==> src/rtl/cdc_hs_tx_pkg.sv <==
// Shared types for the 4-phase level req/ack CDC handshake endpoints.
// Latency: n/a (types and constants only).
// Backpressure: n/a.
package cdc_hs_tx_pkg;

    // Default depth of a level synchronizer; two flops is the minimum safe depth.
    localparam int SYNC_STAGE_DEF = 2;

    // Handshake FSM states, shared with the receiver endpoint.
    typedef enum logic [1:0] {
        IDLE   = 2'd0,
        LOAD   = 2'd1,
        REQ_HI = 2'd2,
        REQ_LO = 2'd3
    } hs_state_e;

endpackage

==> src/rtl/cdc_hs_tx_if.sv <==
// Local stream input plus cross-domain req/ack/data bus of the handshake source.
// Latency: n/a (wiring only).
// Backpressure: in_rdy from the slave throttles in_vld from the master.
interface cdc_hs_tx_if #(
    parameter int DWIDTH = 8
);
    logic              in_vld;
    logic              in_rdy;
    logic [DWIDTH-1:0] din;
    logic              req_o;
    logic [DWIDTH-1:0] data_o;
    logic              ack_i;

    // Producer/remote view: drives words and the remote acknowledge.
    modport master (
        output in_vld,
        output din,
        output ack_i,
        input  in_rdy,
        input  req_o,
        input  data_o
    );

    // Handshake source view.
    modport slave (
        input  in_vld,
        input  din,
        input  ack_i,
        output in_rdy,
        output req_o,
        output data_o
    );
endinterface

==> src/rtl/cdc_hs_tx_sync_level.sv <==
// Multi-flop synchronizer for a slow level signal crossing into clk_i.
// Latency: SYNC_STAGE clk_i edges from a stable input level to the output.
// Backpressure: none.
module sync_level
    import cdc_hs_tx_pkg::*;
#(
    parameter int SYNC_STAGE = SYNC_STAGE_DEF
) (
    input  logic clk_i,
    input  logic rstn_i,
    input  logic async_lvl,
    output logic sync_lvl
);

    logic [SYNC_STAGE-1:0] sync_sr;

    // Shift the asynchronous level through the flop chain; reset to low.
    always_ff @(posedge clk_i or negedge rstn_i) begin
        if (!rstn_i) begin
            sync_sr <= '0;
        end else begin
            sync_sr <= {sync_sr[SYNC_STAGE-2:0], async_lvl};
        end
    end

    assign sync_lvl = sync_sr[SYNC_STAGE-1];

endmodule

==> src/rtl/cdc_hs_tx.sv <==
// Source endpoint of a 4-phase level req/ack CDC handshake with a 2-entry input buffer.
// Latency: push at edge N into idle block -> data_o at N+1, req_o rises at N+2.
// Backpressure: in_rdy drops while both buffer entries are held.
module cdc_hs_tx
    import cdc_hs_tx_pkg::*;
#(
    parameter int               DWIDTH     = 8,
    parameter int               SYNC_STAGE = SYNC_STAGE_DEF,
    parameter int               TMO_W      = 16,
    parameter logic [TMO_W-1:0] TMO_CYC    = TMO_W'(16'hFFFF),
    parameter int               CNT_W      = 16
) (
    input  logic             clk_i,
    input  logic             rstn_i,
    cdc_hs_tx_if.slave       hs,
    output logic             busy,
    output logic             timeout_err,
    input  logic             err_clr,
    output logic [CNT_W-1:0] xfer_cnt
);

    hs_state_e         state_q, state_d;
    logic              req_q, req_d;
    logic [DWIDTH-1:0] data_q, data_d;
    logic [TMO_W-1:0]  tmo_q, tmo_d;
    logic              ack_s;

    logic [DWIDTH-1:0] buf_mem [2];
    logic              wr_ptr;
    logic              rd_ptr;
    logic [1:0]        buf_cnt;
    logic              buf_empty;
    logic              buf_full;
    logic              push;
    logic              pop;

    logic              tmo_run;
    logic              tmo_hit;
    logic              cnt_inc;

    sync_level #(
        .SYNC_STAGE (SYNC_STAGE)
    ) u_ack_sync (
        .clk_i     (clk_i),
        .rstn_i    (rstn_i),
        .async_lvl (hs.ack_i),
        .sync_lvl  (ack_s)
    );

    assign buf_empty = (buf_cnt == 2'd0);
    assign buf_full  = (buf_cnt == 2'd2);
    assign push      = hs.in_vld & ~buf_full;

    assign hs.in_rdy = ~buf_full;
    assign hs.req_o  = req_q;
    assign hs.data_o = data_q;
    assign busy      = (state_q != IDLE) | ~buf_empty;

    // Two-entry FIFO; push and pop may coincide at count 1 without loss.
    always_ff @(posedge clk_i or negedge rstn_i) begin
        if (!rstn_i) begin
            buf_mem[0] <= '0;
            buf_mem[1] <= '0;
            wr_ptr     <= 1'b0;
            rd_ptr     <= 1'b0;
            buf_cnt    <= 2'd0;
        end else begin
            if (push) begin
                buf_mem[wr_ptr] <= hs.din;
                wr_ptr          <= ~wr_ptr;
            end
            if (pop) begin
                rd_ptr <= ~rd_ptr;
            end
            case ({push, pop})
                2'b10:   buf_cnt <= buf_cnt + 2'd1;
                2'b01:   buf_cnt <= buf_cnt - 2'd1;
                default: buf_cnt <= buf_cnt;
            endcase
        end
    end

    // Handshake next-state: load word, raise req, wait ack high, wait ack low.
    always_comb begin
        state_d = state_q;
        req_d   = req_q;
        data_d  = data_q;
        tmo_d   = tmo_q;
        pop     = 1'b0;
        tmo_run = 1'b0;
        cnt_inc = 1'b0;
        case (state_q)
            IDLE: begin
                if (!buf_empty) begin
                    pop     = 1'b1;
                    data_d  = buf_mem[rd_ptr];
                    state_d = LOAD;
                end
            end
            LOAD: begin
                req_d   = 1'b1;
                tmo_d   = '0;
                state_d = REQ_HI;
            end
            REQ_HI: begin
                if (ack_s) begin
                    req_d   = 1'b0;
                    tmo_d   = '0;
                    state_d = REQ_LO;
                end else begin
                    tmo_run = 1'b1;
                end
            end
            REQ_LO: begin
                if (!ack_s) begin
                    cnt_inc = 1'b1;
                    state_d = IDLE;
                end else begin
                    tmo_run = 1'b1;
                end
            end
            default: state_d = IDLE;
        endcase
        if (tmo_run && (tmo_q != '1)) begin
            tmo_d = tmo_q + TMO_W'(1);
        end
    end

    // Fire once when the phase counter first reaches the limit, so a clear sticks.
    assign tmo_hit = tmo_run && (TMO_CYC != '0) && (tmo_d == TMO_CYC) && (tmo_q != TMO_CYC);

    // Handshake state, launched word, request level and phase timer.
    always_ff @(posedge clk_i or negedge rstn_i) begin
        if (!rstn_i) begin
            state_q <= IDLE;
            req_q   <= 1'b0;
            data_q  <= '0;
            tmo_q   <= '0;
        end else begin
            state_q <= state_d;
            req_q   <= req_d;
            data_q  <= data_d;
            tmo_q   <= tmo_d;
        end
    end

    // Sticky timeout flag (set beats clear) and wrapping transfer counter.
    always_ff @(posedge clk_i or negedge rstn_i) begin
        if (!rstn_i) begin
            timeout_err <= 1'b0;
            xfer_cnt    <= '0;
        end else begin
            if (tmo_hit) begin
                timeout_err <= 1'b1;
            end else if (err_clr) begin
                timeout_err <= 1'b0;
            end
            if (cnt_inc) begin
                xfer_cnt <= xfer_cnt + CNT_W'(1);
            end
        end
    end

endmodule

==> src/flat_wrapper.sv <==
// flat-port wrapper written by rule: the top's interface ports become plain ports
module cdc_hs_tx_flat import cdc_hs_tx_pkg::*;
#(
    parameter int               DWIDTH     = 8,
    parameter int               SYNC_STAGE = SYNC_STAGE_DEF,
    parameter int               TMO_W      = 16,
    parameter logic [TMO_W-1:0] TMO_CYC    = TMO_W'(16'hFFFF),
    parameter int               CNT_W      = 16
)
  (clk_i, rstn_i, busy, timeout_err, err_clr, xfer_cnt, hs_in_vld, hs_din, hs_ack_i, hs_in_rdy, hs_req_o, hs_data_o);
  cdc_hs_tx_if #(.DWIDTH(DWIDTH)) hs_i ();
  input  logic clk_i;
  input  logic rstn_i;
  output logic busy;
  output logic timeout_err;
  input  logic err_clr;
  output logic [CNT_W-1:0] xfer_cnt;
  input wire logic [$bits(hs_i.in_vld)-1:0] hs_in_vld;
  input wire logic [$bits(hs_i.din)-1:0] hs_din;
  input wire logic [$bits(hs_i.ack_i)-1:0] hs_ack_i;
  output wire logic [$bits(hs_i.in_rdy)-1:0] hs_in_rdy;
  output wire logic [$bits(hs_i.req_o)-1:0] hs_req_o;
  output wire logic [$bits(hs_i.data_o)-1:0] hs_data_o;
  assign hs_i.in_vld = hs_in_vld;
  assign hs_i.din = hs_din;
  assign hs_i.ack_i = hs_ack_i;
  assign hs_in_rdy = hs_i.in_rdy;
  assign hs_req_o = hs_i.req_o;
  assign hs_data_o = hs_i.data_o;
  cdc_hs_tx #(.DWIDTH(DWIDTH), .SYNC_STAGE(SYNC_STAGE), .TMO_W(TMO_W), .TMO_CYC(TMO_CYC), .CNT_W(CNT_W)) u_core (.clk_i(clk_i), .rstn_i(rstn_i), .hs(hs_i), .busy(busy), .timeout_err(timeout_err), .err_clr(err_clr), .xfer_cnt(xfer_cnt));
endmodule
==> config.mk <==
export PLATFORM = sky130hd
export DESIGN_NAME = cdc_hs_tx_flat
export DESIGN_NICKNAME = d
export VERILOG_FILES = /design/src/rtl/cdc_hs_tx_pkg.sv /design/src/rtl/cdc_hs_tx_if.sv /design/src/rtl/cdc_hs_tx_sync_level.sv /design/src/rtl/cdc_hs_tx.sv /design/src/flat_wrapper.sv
export SDC_FILE = /design/constraint.sdc
export NUM_CORES = 1
export LEC_CHECK = 0
export ABC_AREA = 1
export CAP_MARGIN = 15
export CORE_ASPECT_RATIO = 0.8
export CORE_UTILIZATION = 40
export CTS_BUF_LIST = sky130_fd_sc_hd__clkbuf_16
export DETAILED_ROUTE_END_ITERATION = 10
export GPL_TIMING_DRIVEN = 1
export PLACE_DENSITY = 0.65
export SLEW_MARGIN = 30
export SYNTH_ARGS = -nofsm -noshare
export SYNTH_HDL_FRONTEND = slang
export SYNTH_SLANG_ARGS = --single-unit
==> constraint.sdc <==
create_clock -name clk_i -period 4.7 [get_ports clk_i]
set_clock_uncertainty 0.2 [all_clocks]
set_input_delay 0.705 -clock clk_i [delete_from_list [all_inputs] [get_ports clk_i]]
set_output_delay 0.705 -clock clk_i [all_outputs]
set_load 0.01 [all_outputs]
==> run metrics <==
critical path depth 4; filler instances approximately 740; max-slew violations 0; first-pass GRT wire length approximately 12 mm; Post-Syn Instances a little over 400; Total Routing Usage GR 0.1715; fin crit share 0.5514; syn_nets 430; R2R Path Start u_core.state_q[0]; Max Freq 0.3859 GHz; CTS tree built; port bufs 40; Psw 1048 µW; kind of critical path reg2out; Worst path slowest cell clkdlybuf4s50_1; Sequential Power Share 0.374; row count 29; Clock Path Buffers 2; Critical Path End busy; io pins 41; Worst Tran Pin Value ~0.75 ns; leading cell types in the layout, fill and taps excluded 135 x nand2_1, 66 x dfrtp_1, 49 x inv_1, 40 x nor2_1, 39 x clkdlybuf4s50_1; Pre-antenna DRT Iters 5; Post-CTS Setup Repair Bufs 0; Post-DRT Antenna Nets 0; Worst Setup SP u_core.state_q[1]; Int Power 1586 µW; placer congestion estimate ~0.9; critical path, cell by cell inv_1 > ha_1 > nand3_1 > clkdlybuf4s50_1; Netlist cell types 23; PostCTS Resize Cnt 0; Logic pwr share 0.405; DRC viols 0; worst path bufs/invs 2; synthesized flop and latch total 66; Pleak 0.001995 µW; Final #Nets 476; Worst-path clk slew 0.05 ns; Finished Layout Cells 569; mapped cell area 3324 µm²; Max stage delay on crit path approximately 0.55 ns; Die Wd 103.9 µm; Post-Route WL 6.762 mm; clock share of power 0.221; CP Max Fanout 3; FF-to-FF path depth 12; Worst setup EP type primary output; area of the multi-input gates around 1500 µm²; vias in the first global route 2,470; H-tree Lvls 3; # hold bufs at CTS 0; hold path start u_core.u_ack_sync.sync_sr[0]; setup TNS 0 ns; VDD IR max 272.8 µV; Initial Util 0.4165; flop2flop setup slack 2.31 ns; layout cells sized above 1 0.08460; post-DR vias/cell 4.712; maxcap violations 0; outcome finished clean; vias 2,681; area grow syn2layout 22.96%; Crit path arrival time about 1.7 ns; die area 8682 µm²; RSZ-0062 raised after global routing false; Hold Fails Final Rpt 0; Worst R2R End u_core.timeout_err; core area 7983 µm²; Overflow after GRT 0; pin count of the biggest net entering global routing 35; Num CTS Buffers 9; clock sinks 66; ant diodes 0; hpwl dp ~5 mm; WL/cell 11.88 µm; dpl cells around 550; Final Setup Violations 0; P per Cell Area 644.2 nW/µm²; Clock Latency Late Sink 0.32 ns; antenna violations before repair 0; YS warnings 0; Crit path max-delay family buffers and inverters; clock root buffer clkbuf_16; area occupied by registers 1652 µm²; Worst Hold Class reg2reg; headroom to the max-slew limit 0.5027; DIE HEIGHT approximately 84 µm; Mean Syn Cell Area 8.089 µm²; final core occ 0.5121; Initial DRC Count 123; commonest non-fill, non-tap cell in the layout nand2_1; Worst setup SP type register; WP data required 3.80 ns; min Tclk post-route 2.592 ns; Switching Share 0.3978; Seq/Total Area, Yosys 0.4968
[Yosys cell counts, drive strengths merged]
library cell  number  area share
xnor2             14       0.037
nor2              46       0.056
mux2               9       0.030
o21ai             21       0.034
nor3               3      0.0045
dfrtp             66        0.50
a21oi             12       0.019
nand2            139        0.16
xor2              10       0.026
buf                3      0.0072
ha                 6       0.023
clkbuf             3      0.0034
clkinv             1      0.0011
nand4              4      0.0075
nand3             24       0.036
nand3b             1      0.0023
inv               49       0.055
[cell type report]
cell class	instances	area share
Inverter	50	0.04591
Timing Repair Buffer	41	0.09856
Clock inverter	6	0.008571
Sequential cell	66	0.4040
Tap cell	108	0.03306
Multi-Input combinational cell	289	0.3548
Clock buffer	9	0.05510
[logic make-up after synthesis]
family / share of synthesized area
AND/OR/NAND/NOR: 0.2668
flip-flops: 0.4968
buffers and inverters: 0.06699
AO/OA/AOI/OAI: 0.05307
XOR/XNOR: 0.06323
multiplexers: 0.03049
adder cells (fa/ha/maj): 0.02258
[flip-flops by register name (all words and copies together), names as in the netlist]
name,flops
u_core.hs.data_o,8
u_core.tmo_q,16
u_core.u_ack_sync.sync_sr,2
u_core.timeout_err,1
u_core.buf_cnt,2
u_core.state_q,2
u_core.rd_ptr,1
u_core.hs.req_o,1
u_core.wr_ptr,1
u_core.xfer_cnt,16
u_core.buf_mem,16
[how the worst min path moves through the flow]
stage	to	slack, ns	cells after the start
after floorplan	u_core.u_ack_sync.sync_sr[1]	0.13	0
after CTS	u_core.u_ack_sync.sync_sr[1]	0.15	0
after global routing	u_core.u_ack_sync.sync_sr[1]	0.16	0
after detailed placement	u_core.u_ack_sync.sync_sr[1]	0.14	0
final	u_core.u_ack_sync.sync_sr[1]	0.15	0
after global placement	u_core.u_ack_sync.sync_sr[1]	0.14	0
[per-stage QoR]
stage / power, µW / setup WS [ns] / hold slack, ns / area [µm²]
after global routing: 2869 / 1.944 / 0.1579 / 4088
after detailed placement: 2058 / 2.330 / 0.1418 / 3827
after CTS: 2655 / 2.097 / 0.1504 / 4088
final: 2633 / 2.108 / 0.1484 / 4088
after floorplan: 1721 / 2.651 / 0.1312 / 3324
after global placement: 2026 / 2.330 / 0.1388 / 3827
[metal layers]
layer	routed length [µm]	GRT usage	vias to the layer above
met4	58	0.04416	0
met2	2929	0.2388	68
met3	341	0.05230	7
met5	0	0	-
li1	-	-	1374
met1	3432	0.2571	1232
[power groups by stage]
stage | logic (µW) | registers (µW) | clock network (µW)
floorplan | 765 | 956 | 0
global placement | 1040 | 985 | 0
detailed placement | 1070 | 992 | 0
CTS | 1070 | 983 | 597
global route | 1220 | 1020 | 628
finish | 1070 | 984 | 583
(Power assumes the default switching activity.)
